File: src/rtl/sdram_rd_arbiter_pkg.sv
// rtl/sdram_rd_arbiter_pkg.sv - shared FSM encoding and source identifiers for the read arbiter
package sdram_rd_arbiter_pkg;

    typedef enum logic {
        ST_IDLE  = 1'b0,
        ST_ISSUE = 1'b1
    } arb_state_t;

    localparam logic SRC_DATA = 1'b0;
    localparam logic SRC_PF   = 1'b1;

endpackage

File: src/rtl/sdram_rd_arbiter_tag_fifo.sv
// rtl/sdram_rd_arbiter_tag_fifo.sv - 1-bit return-routing tag queue, DEPTH entries (power of 2)
module sdram_rd_arbiter_tag_fifo #(
    parameter int DEPTH = 2
) (
    input  logic clk,
    input  logic rst,
    input  logic i_push,
    input  logic i_din,
    input  logic i_pop,
    output logic o_full,
    output logic o_empty,
    output logic o_head
);

    localparam int PW = $clog2(DEPTH);
    localparam logic [PW:0] FULL_CNT = (PW + 1)'(DEPTH);

    logic [DEPTH-1:0] r_mem;
    logic [PW-1:0]    r_wr_ptr;
    logic [PW-1:0]    r_rd_ptr;
    logic [PW:0]      r_count;
    logic             w_do_push;
    logic             w_do_pop;

    assign o_full    = (r_count == FULL_CNT);
    assign o_empty   = (r_count == '0);
    assign o_head    = r_mem[r_rd_ptr];
    assign w_do_pop  = i_pop & ~o_empty;
    // A simultaneous pop frees the slot the push needs, so full only blocks a lone push.
    assign w_do_push = i_push & (~o_full | w_do_pop);

    always_ff @(posedge clk or posedge rst) begin
        if (rst) begin
            r_mem    <= '0;
            r_wr_ptr <= '0;
            r_rd_ptr <= '0;
            r_count  <= '0;
        end else begin
            if (w_do_push) begin
                r_mem[r_wr_ptr] <= i_din;
                r_wr_ptr        <= r_wr_ptr + 1'b1;
            end
            if (w_do_pop) begin
                r_rd_ptr <= r_rd_ptr + 1'b1;
            end
            case ({w_do_push, w_do_pop})
                2'b10:   r_count <= r_count + 1'b1;
                2'b01:   r_count <= r_count - 1'b1;
                default: r_count <= r_count;
            endcase
        end
    end

endmodule

File: src/rtl/sdram_rd_arbiter.sv
// rtl/sdram_rd_arbiter.sv - round-robin read arbiter for data-path and prefetch sources sharing one SDRAM read port
module sdram_rd_arbiter
    import sdram_rd_arbiter_pkg::*;
#(
    parameter int ADDR_W    = 23,
    parameter int DATA_W    = 32,
    parameter int MAX_OUTST = 2
) (
    input  logic              clk,
    input  logic              rst,
    input  logic              s0_req,
    input  logic [ADDR_W-1:0] s0_addr,
    output logic              s0_gnt,
    input  logic              s1_req,
    input  logic [ADDR_W-1:0] s1_addr,
    output logic              s1_gnt,
    output logic              s1_rvalid,
    output logic [DATA_W-1:0] s1_rdata,
    output logic              ctrl_in_valid,
    output logic [ADDR_W-1:0] ctrl_addr,
    input  logic              ctrl_in_ready,
    input  logic              ctrl_out_valid,
    input  logic [DATA_W-1:0] ctrl_dout,
    input  logic              abt_full_n,
    output logic              brc_in_valid,
    output logic [DATA_W-1:0] Di,
    output logic              err_orphan
);

    arb_state_t        r_state;
    logic              r_rr_ptr;
    logic              r_src;
    logic              r_d_busy;
    logic              r_ctrl_in_valid;
    logic [ADDR_W-1:0] r_ctrl_addr;
    logic              r_brc_in_valid;
    logic [DATA_W-1:0] r_di;
    logic              r_s1_rvalid;
    logic [DATA_W-1:0] r_s1_rdata;
    logic              r_err_orphan;

    logic w_tq_full;
    logic w_tq_empty;
    logic w_tq_head;
    logic w_e0;
    logic w_e1;
    logic w_grant;
    logic w_grant_src;
    logic w_issue_done;

    always_comb begin
        w_e0         = s0_req & ~r_d_busy & abt_full_n & ~w_tq_full;
        w_e1         = s1_req & ~w_tq_full;
        w_grant      = w_e0 | w_e1;
        w_grant_src  = (w_e0 & w_e1) ? r_rr_ptr : w_e1;
        w_issue_done = (r_state == ST_ISSUE) & ctrl_in_ready;
    end

    // Grants are qualified by the handshake itself so a requester can drop req on the very next edge.
    assign s0_gnt        = w_issue_done & (r_src == SRC_DATA);
    assign s1_gnt        = w_issue_done & (r_src == SRC_PF);
    assign ctrl_in_valid = r_ctrl_in_valid;
    assign ctrl_addr     = r_ctrl_addr;
    assign brc_in_valid  = r_brc_in_valid;
    assign Di            = r_di;
    assign s1_rvalid     = r_s1_rvalid;
    assign s1_rdata      = r_s1_rdata;
    assign err_orphan    = r_err_orphan;

    sdram_rd_arbiter_tag_fifo #(
        .DEPTH(MAX_OUTST)
    ) u_tag_fifo (
        .clk    (clk),
        .rst    (rst),
        .i_push (w_issue_done),
        .i_din  (r_src),
        .i_pop  (ctrl_out_valid),
        .o_full (w_tq_full),
        .o_empty(w_tq_empty),
        .o_head (w_tq_head)
    );

    always_ff @(posedge clk or posedge rst) begin
        if (rst) begin
            r_state         <= ST_IDLE;
            r_rr_ptr        <= 1'b0;
            r_src           <= SRC_DATA;
            r_ctrl_in_valid <= 1'b0;
            r_ctrl_addr     <= '0;
        end else begin
            case (r_state)
                ST_IDLE: begin
                    if (w_grant) begin
                        r_src           <= w_grant_src;
                        r_ctrl_addr     <= w_grant_src ? s1_addr : s0_addr;
                        r_ctrl_in_valid <= 1'b1;
                        r_state         <= ST_ISSUE;
                    end
                end
                ST_ISSUE: begin
                    if (ctrl_in_ready) begin
                        r_ctrl_in_valid <= 1'b0;
                        r_rr_ptr        <= ~r_src;
                        r_state         <= ST_IDLE;
                    end
                end
                default: r_state <= ST_IDLE;
            endcase
        end
    end

    // One data-path read at a time: the data FIFO holds a single entry.
    always_ff @(posedge clk or posedge rst) begin
        if (rst) begin
            r_d_busy <= 1'b0;
        end else if (w_issue_done && (r_src == SRC_DATA)) begin
            r_d_busy <= 1'b1;
        end else if (r_brc_in_valid) begin
            r_d_busy <= 1'b0;
        end
    end

    always_ff @(posedge clk or posedge rst) begin
        if (rst) begin
            r_brc_in_valid <= 1'b0;
            r_di           <= '0;
            r_s1_rvalid    <= 1'b0;
            r_s1_rdata     <= '0;
            r_err_orphan   <= 1'b0;
        end else begin
            r_brc_in_valid <= 1'b0;
            r_s1_rvalid    <= 1'b0;
            if (ctrl_out_valid) begin
                if (w_tq_empty) begin
                    r_err_orphan <= 1'b1;
                end else if (w_tq_head == SRC_DATA) begin
                    r_brc_in_valid <= 1'b1;
                    r_di           <= ctrl_dout;
                end else begin
                    r_s1_rvalid <= 1'b1;
                    r_s1_rdata  <= ctrl_dout;
                end
            end
        end
    end

endmodule

File: config.mk
export PLATFORM = sky130hd
export DESIGN_NAME = sdram_rd_arbiter
export DESIGN_NICKNAME = d
export VERILOG_FILES = /design/src/rtl/sdram_rd_arbiter_pkg.sv /design/src/rtl/sdram_rd_arbiter_tag_fifo.sv /design/src/rtl/sdram_rd_arbiter.sv
export SDC_FILE = /design/constraint.sdc
export NUM_CORES = 1
export LEC_CHECK = 0
export BUFFER_PORTS_ARGS = -buffer_cell sky130_fd_sc_hd__buf_4
export CAP_MARGIN = 20
export CORE_MARGIN = 2
export CORE_UTILIZATION = 38
export DETAILED_ROUTE_END_ITERATION = 10
export GPL_ROUTABILITY_DRIVEN = 1
export PLACE_DENSITY = 0.69
export SKIP_CTS_REPAIR_TIMING = 1
export SYNTH_ARGS = -nofsm -noshare
export SYNTH_HDL_FRONTEND = slang
export SYNTH_HIERARCHICAL = 1
export SYNTH_SLANG_ARGS = --single-unit
File: constraint.sdc
create_clock -name clk -period 3.9 [get_ports clk]
set_input_delay 0.39 -clock clk [delete_from_list [all_inputs] [get_ports clk]]
set_output_delay 0.39 -clock clk [all_outputs]
set_load 0.03 [all_outputs]
== Yosys cells after proc, flatten, opt, wreduce, memory -nomap -nowiden ==
Cells that the tools add are included.
W data, S select, Z words.
Storage, ports and cells
  register bits: 101
  output and inout port bits: 93
  logic and storage cells: 78
Operators by class
  add/subtract/negate cells: 4
  magnitude comparators: 3
  eq/ne operators: 5
  multiplexer cells: 22
  bitwise logic cells: 18
  reduce and logical (&&, ||, !) cells: 11
Operators with widths (count)
  $mux W23: 1
  $mux W1: 16
  $and A1 B1 Y1: 10
  $reduce_and A2 Y1: 4
  $not A1 Y1: 6
  $reduce_and A3 Y1: 2
  $eq A2 B2 Y1 const B: 2
  $lt A1 B2 Y1 const B: 2
  $ne A2 B2 Y1 const B: 2
  $pmux W1 S2: 2
  $pmux W2 S2: 1
  $reduce_bool A2 Y1: 2
  $add A1 B1 Y1 const B: 2
  $add A2 B1 Y2 const B: 1
  $bwmux W2: 1
  $eq A2 B1 Y1 const B: 1
  $logic_and A1 B1 Y1: 2
  $logic_not A2 Y1: 1
  $or A1 B1 Y1: 2
  $sub A2 B1 Y2 const B: 1
  $demux W1 S1: 1
  $ge A1 B1 Y1 const B: 1

== Logic depth before layout (Yosys ltp) ==
  word-level depth: 7
  depth in mapped cells: 7
  mapped depth without buffers: 7

== Modules after synthesis ==
The synthesis kept the hierarchy.
Modules (own cells, without submodules)
  sdram_rd_arbiter: times used 1, cells an instance 331, area each 3754.9 um^2
  sdram_rd_arbiter_tag_fifo: times used 1, cells an instance 26, area each 297.8 um^2

== Worst setup path after synthesis ==
Ideal clock, no wire load.
  kind: register to register
  start point: reg u_tag_fifo.r_rd_ptr
  end point: reg r_di[10], in the netlist Di[10]
  library setup time: 0.125 ns
  data arrival time: 1.590 ns
  data required time: 3.775 ns
  setup slack: 2.185 ns
  cell stages (with the launch flop): 5
  buffers on the path: 1
  period minus slack after synthesis: 1.715 ns
  path through: dfrtp_1 mux2_2 nor3b_2 buf_2 mux2_2
On the way
  cells in the longest elaborated chain, start to end: 4
RTL lines
  from (decl): line sdram_rd_arbiter_tag_fifo.sv:20  | logic [PW-1:0] r_rd_ptr;
  from (signal assigned): line sdram_rd_arbiter_tag_fifo.sv:44  | r_rd_ptr <= r_rd_ptr + 1'b1;
  $mux W1 (implied by the code) (2 in a row): line sdram_rd_arbiter_tag_fifo.sv:27  | assign o_head = r_mem[r_rd_ptr];
  via w_tq_head: line sdram_rd_arbiter.sv:44  | logic w_tq_head;
  $not A1 Y1 (no line)
  $reduce_and A3 Y1 (no line)
  to (signal assigned): line sdram_rd_arbiter.sv:138  | r_di <= ctrl_dout;
  to (decl): line sdram_rd_arbiter.sv:37  | logic [DATA_W-1:0] r_di;
The timed path passes the listed nets, and every way through them passes these cells. The select of a mux whose other input is x is not followed.
A chain may end at the register's enable or synchronous reset.

== Worst setup path in the final report ==
  start point: reg u_tag_fifo.r_rd_ptr
  end point: reg r_di[0], in the netlist Di[0]
The elaborated chain is that of the path after synthesis.

==> reports/results.tsv <==
metric	value	unit
path_clk_slew	0.10	ns
crit_chain	mux2_2 > nor3b_4 > buf_4 > mux2_2	
cp_data_required_time	4.14	ns
worstPathMaxFanout	22	
num_io_pins	178	
syn2layout_area_growth	42.5	%
fmax	451	MHz
synth_top_area_cell	dfrtp_1	
syn_nets	443	
grt_overflow	0	
clk_latency	0.36	ns
rsz0062_at_grt	false	
worst_slew_pin_slew	0.940	ns
postSynthCellCount	357	
worstPathArrival	2.46	ns
stdcell_area	5780	um^2
dpl.hpwl	7.29	mm
rows	37	
r2r_cells	4	
post-route-util	55.9	%
gp_congestion	0.766	
start_util	39.3	%
final_nets	621	
cts_tree	done	
netlist_area	4050	um^2
p_total	5450	uW
fin_worst_skew	0.0120	ns
p_leak	0.00298	uW
drtAntennaViolNets	0	
grt_first_pass_wirelength	15.9	mm
numCtsBuffers	9	
clock-sinks	101	
fin_crit	2.22	ns
drive_gt1_share	43.9	%
syn_area_per_cell	11.4	um^2
hold_path_class	primary input to flop	
die_h	107	um
drt-pass1-iter-count	4	
vias	3146	
ys_ff_latch	101	
critPathMostFrequentCell	mux2_2	
setup_tns	0	ns
grt_usage	17.8	%
drc	0	
cts_buffer_depth	2	
peakVddDrop	471	uV
worstSetupStartpointType	flop	
diodes	0	
cap_violations	0	
htreeDepth	3	
timing.hold.ws	0.214	ns
synth_top_cells_by_count	122 x nand2_1, 101 x dfrtp_1, 34 x mux2_2	
seq_area_frac_synth	62.4	%
cp-end-kind	flop	
hold_viol	0	
crit_path_max_incr_delay	0.55	ns
drt_iter0_markers	86	
synth-warning-count	6	
slew_headroom	37.2	%
grt_max_degree	72	
netlist.area_leader.share	62.4	%
yosysUniqueCellTypes	29	
worst-setup-path-type	flop to flop	
setup_viol	0	
grt_pass1_vias	3179	
finalWirelength	10.0	mm
placed_cell_area	5510	um^2
synth-main-ff-cell	dfrtp_1	
slew_violations	0	
antenna_found_initial	0	
portBuffers	177	
synth_edf_count	0	
viasPerCell	4.65	
yosys-top-cells-area	dfrtp_1 62%, nand2_1 11%, mux2_2 9.4%	
status	complete, no violations	
power_density	944	nW/um^2
ys_async_sr_fraction	100	%
yosysMostFrequentCell	nand2_1	
fin_crit_sh	56.9	%
core-area	10300	um^2
cts-root-buf	clkbuf_8	
wl_per_cell	14.9	um
whs_path_depth	3	
dieArea	11500	um^2
worst_path_max_delay_cell	nor3b_4	
die_x	107	um
-- layout by cell type, fill, tap and decap left out, drive strengths merged --
cell type	n
a21o	1
a21oi	3
and2b	1
and3	1
and3b	1
buf	182
bufinv	2
clkbuf	9
clkinv	1
clkinvlp	1
dfrtp	101
dlygate4sd3	1
ha	1
inv	11
mux2	35
mux2i	23
nand2	122
nand2b	2
nand3b	1
nor2	4
nor2b	1
nor3b	2
o21ai	27
o22ai	1
or3b	1
xnor2	3
xor2	2
-- power by group --
group	switching, uW	internal, uW
Combinational	1720	1130
Sequential	297	1560
Clock	374	372
-- flip-flops by register name (all words and copies together) (netlist names) --
signal,flops
Di,32
brc_in_valid,1
ctrl_addr,23
ctrl_in_valid,1
err_orphan,1
r_d_busy,1
r_rr_ptr,1
r_src,1
r_state,1
s1_rdata,32
s1_rvalid,1
u_tag_fifo/r_count,2
u_tag_fifo/r_mem,2
u_tag_fifo/r_rd_ptr,1
u_tag_fifo/r_wr_ptr,1
-- cell families after synthesis --
logic type | share of synthesized area (%)
compound gates | 4.32
mux | 15.5
flops | 62.4
xor+xnor | 1.08
buf+inv | 2.84
simple gates | 13.6
fa+ha+maj | 0.309
-- routing by layer --
layer | wire [um] | share of wire (%) | global-route usage (%) | up-vias
li1 | - | - | - | 1517
met1 | 4170 | 42 | 22.2 | 1479
met2 | 4610 | 46 | 28.5 | 141
met3 | 1170 | 12 | 6.78 | 9
met4 | 89 | 0.89 | 5.57 | 0
met5 | 0 | 0 | 0 | -
-- worst max-delay path: cells and delay by family (launching register included) --
kind / cells / cell delay [ns]
buffers and inverters: 1 / 0.41
DFF: 1 / 0.39
muxes: 2 / 0.76
and+or+nand+nor: 1 / 0.55
-- stage by stage --
step | instances | setup WS, ns
2_1_floorplan | 357 | 1.03
3_3_place_gp | 658 | 1.69
3_5_place_dp | 658 | 1.66
4_1_cts | 674 | 1.64
5_1_grt | 676 | 1.52
6_report | 676 | 1.68
-- path summary, 6_finish.rpt --
| check | startpoint | to | slack (ns) |
|---|---|---|---|
| max | u_tag_fifo/r_rd_ptr | Di[0] | 1.68 |
| max in group asynchronous | rst | s1_rdata[25] | 2.29 |
| min in group asynchronous | rst | u_tag_fifo/r_count[0] | 0.52 |
| min | ctrl_dout[14] | s1_rdata[14] | 0.21 |
| min reg2reg | err_orphan | err_orphan | 0.47 |
| max reg2reg | u_tag_fifo/r_rd_ptr | Di[0] | 1.68 |
-- area by class of cell --
type                            count  area, um^2
Fill cell                         886        4550
Tap cell                          136         170
Timing Repair Buffer              183        1400
Inverter                            8        32.5
Clock inverter                      7         105
Clock buffer                        9         124
Multi-Input combinational cell    232        1420
Sequential cell                   101        2530
(Power assumes the default switching activity.)
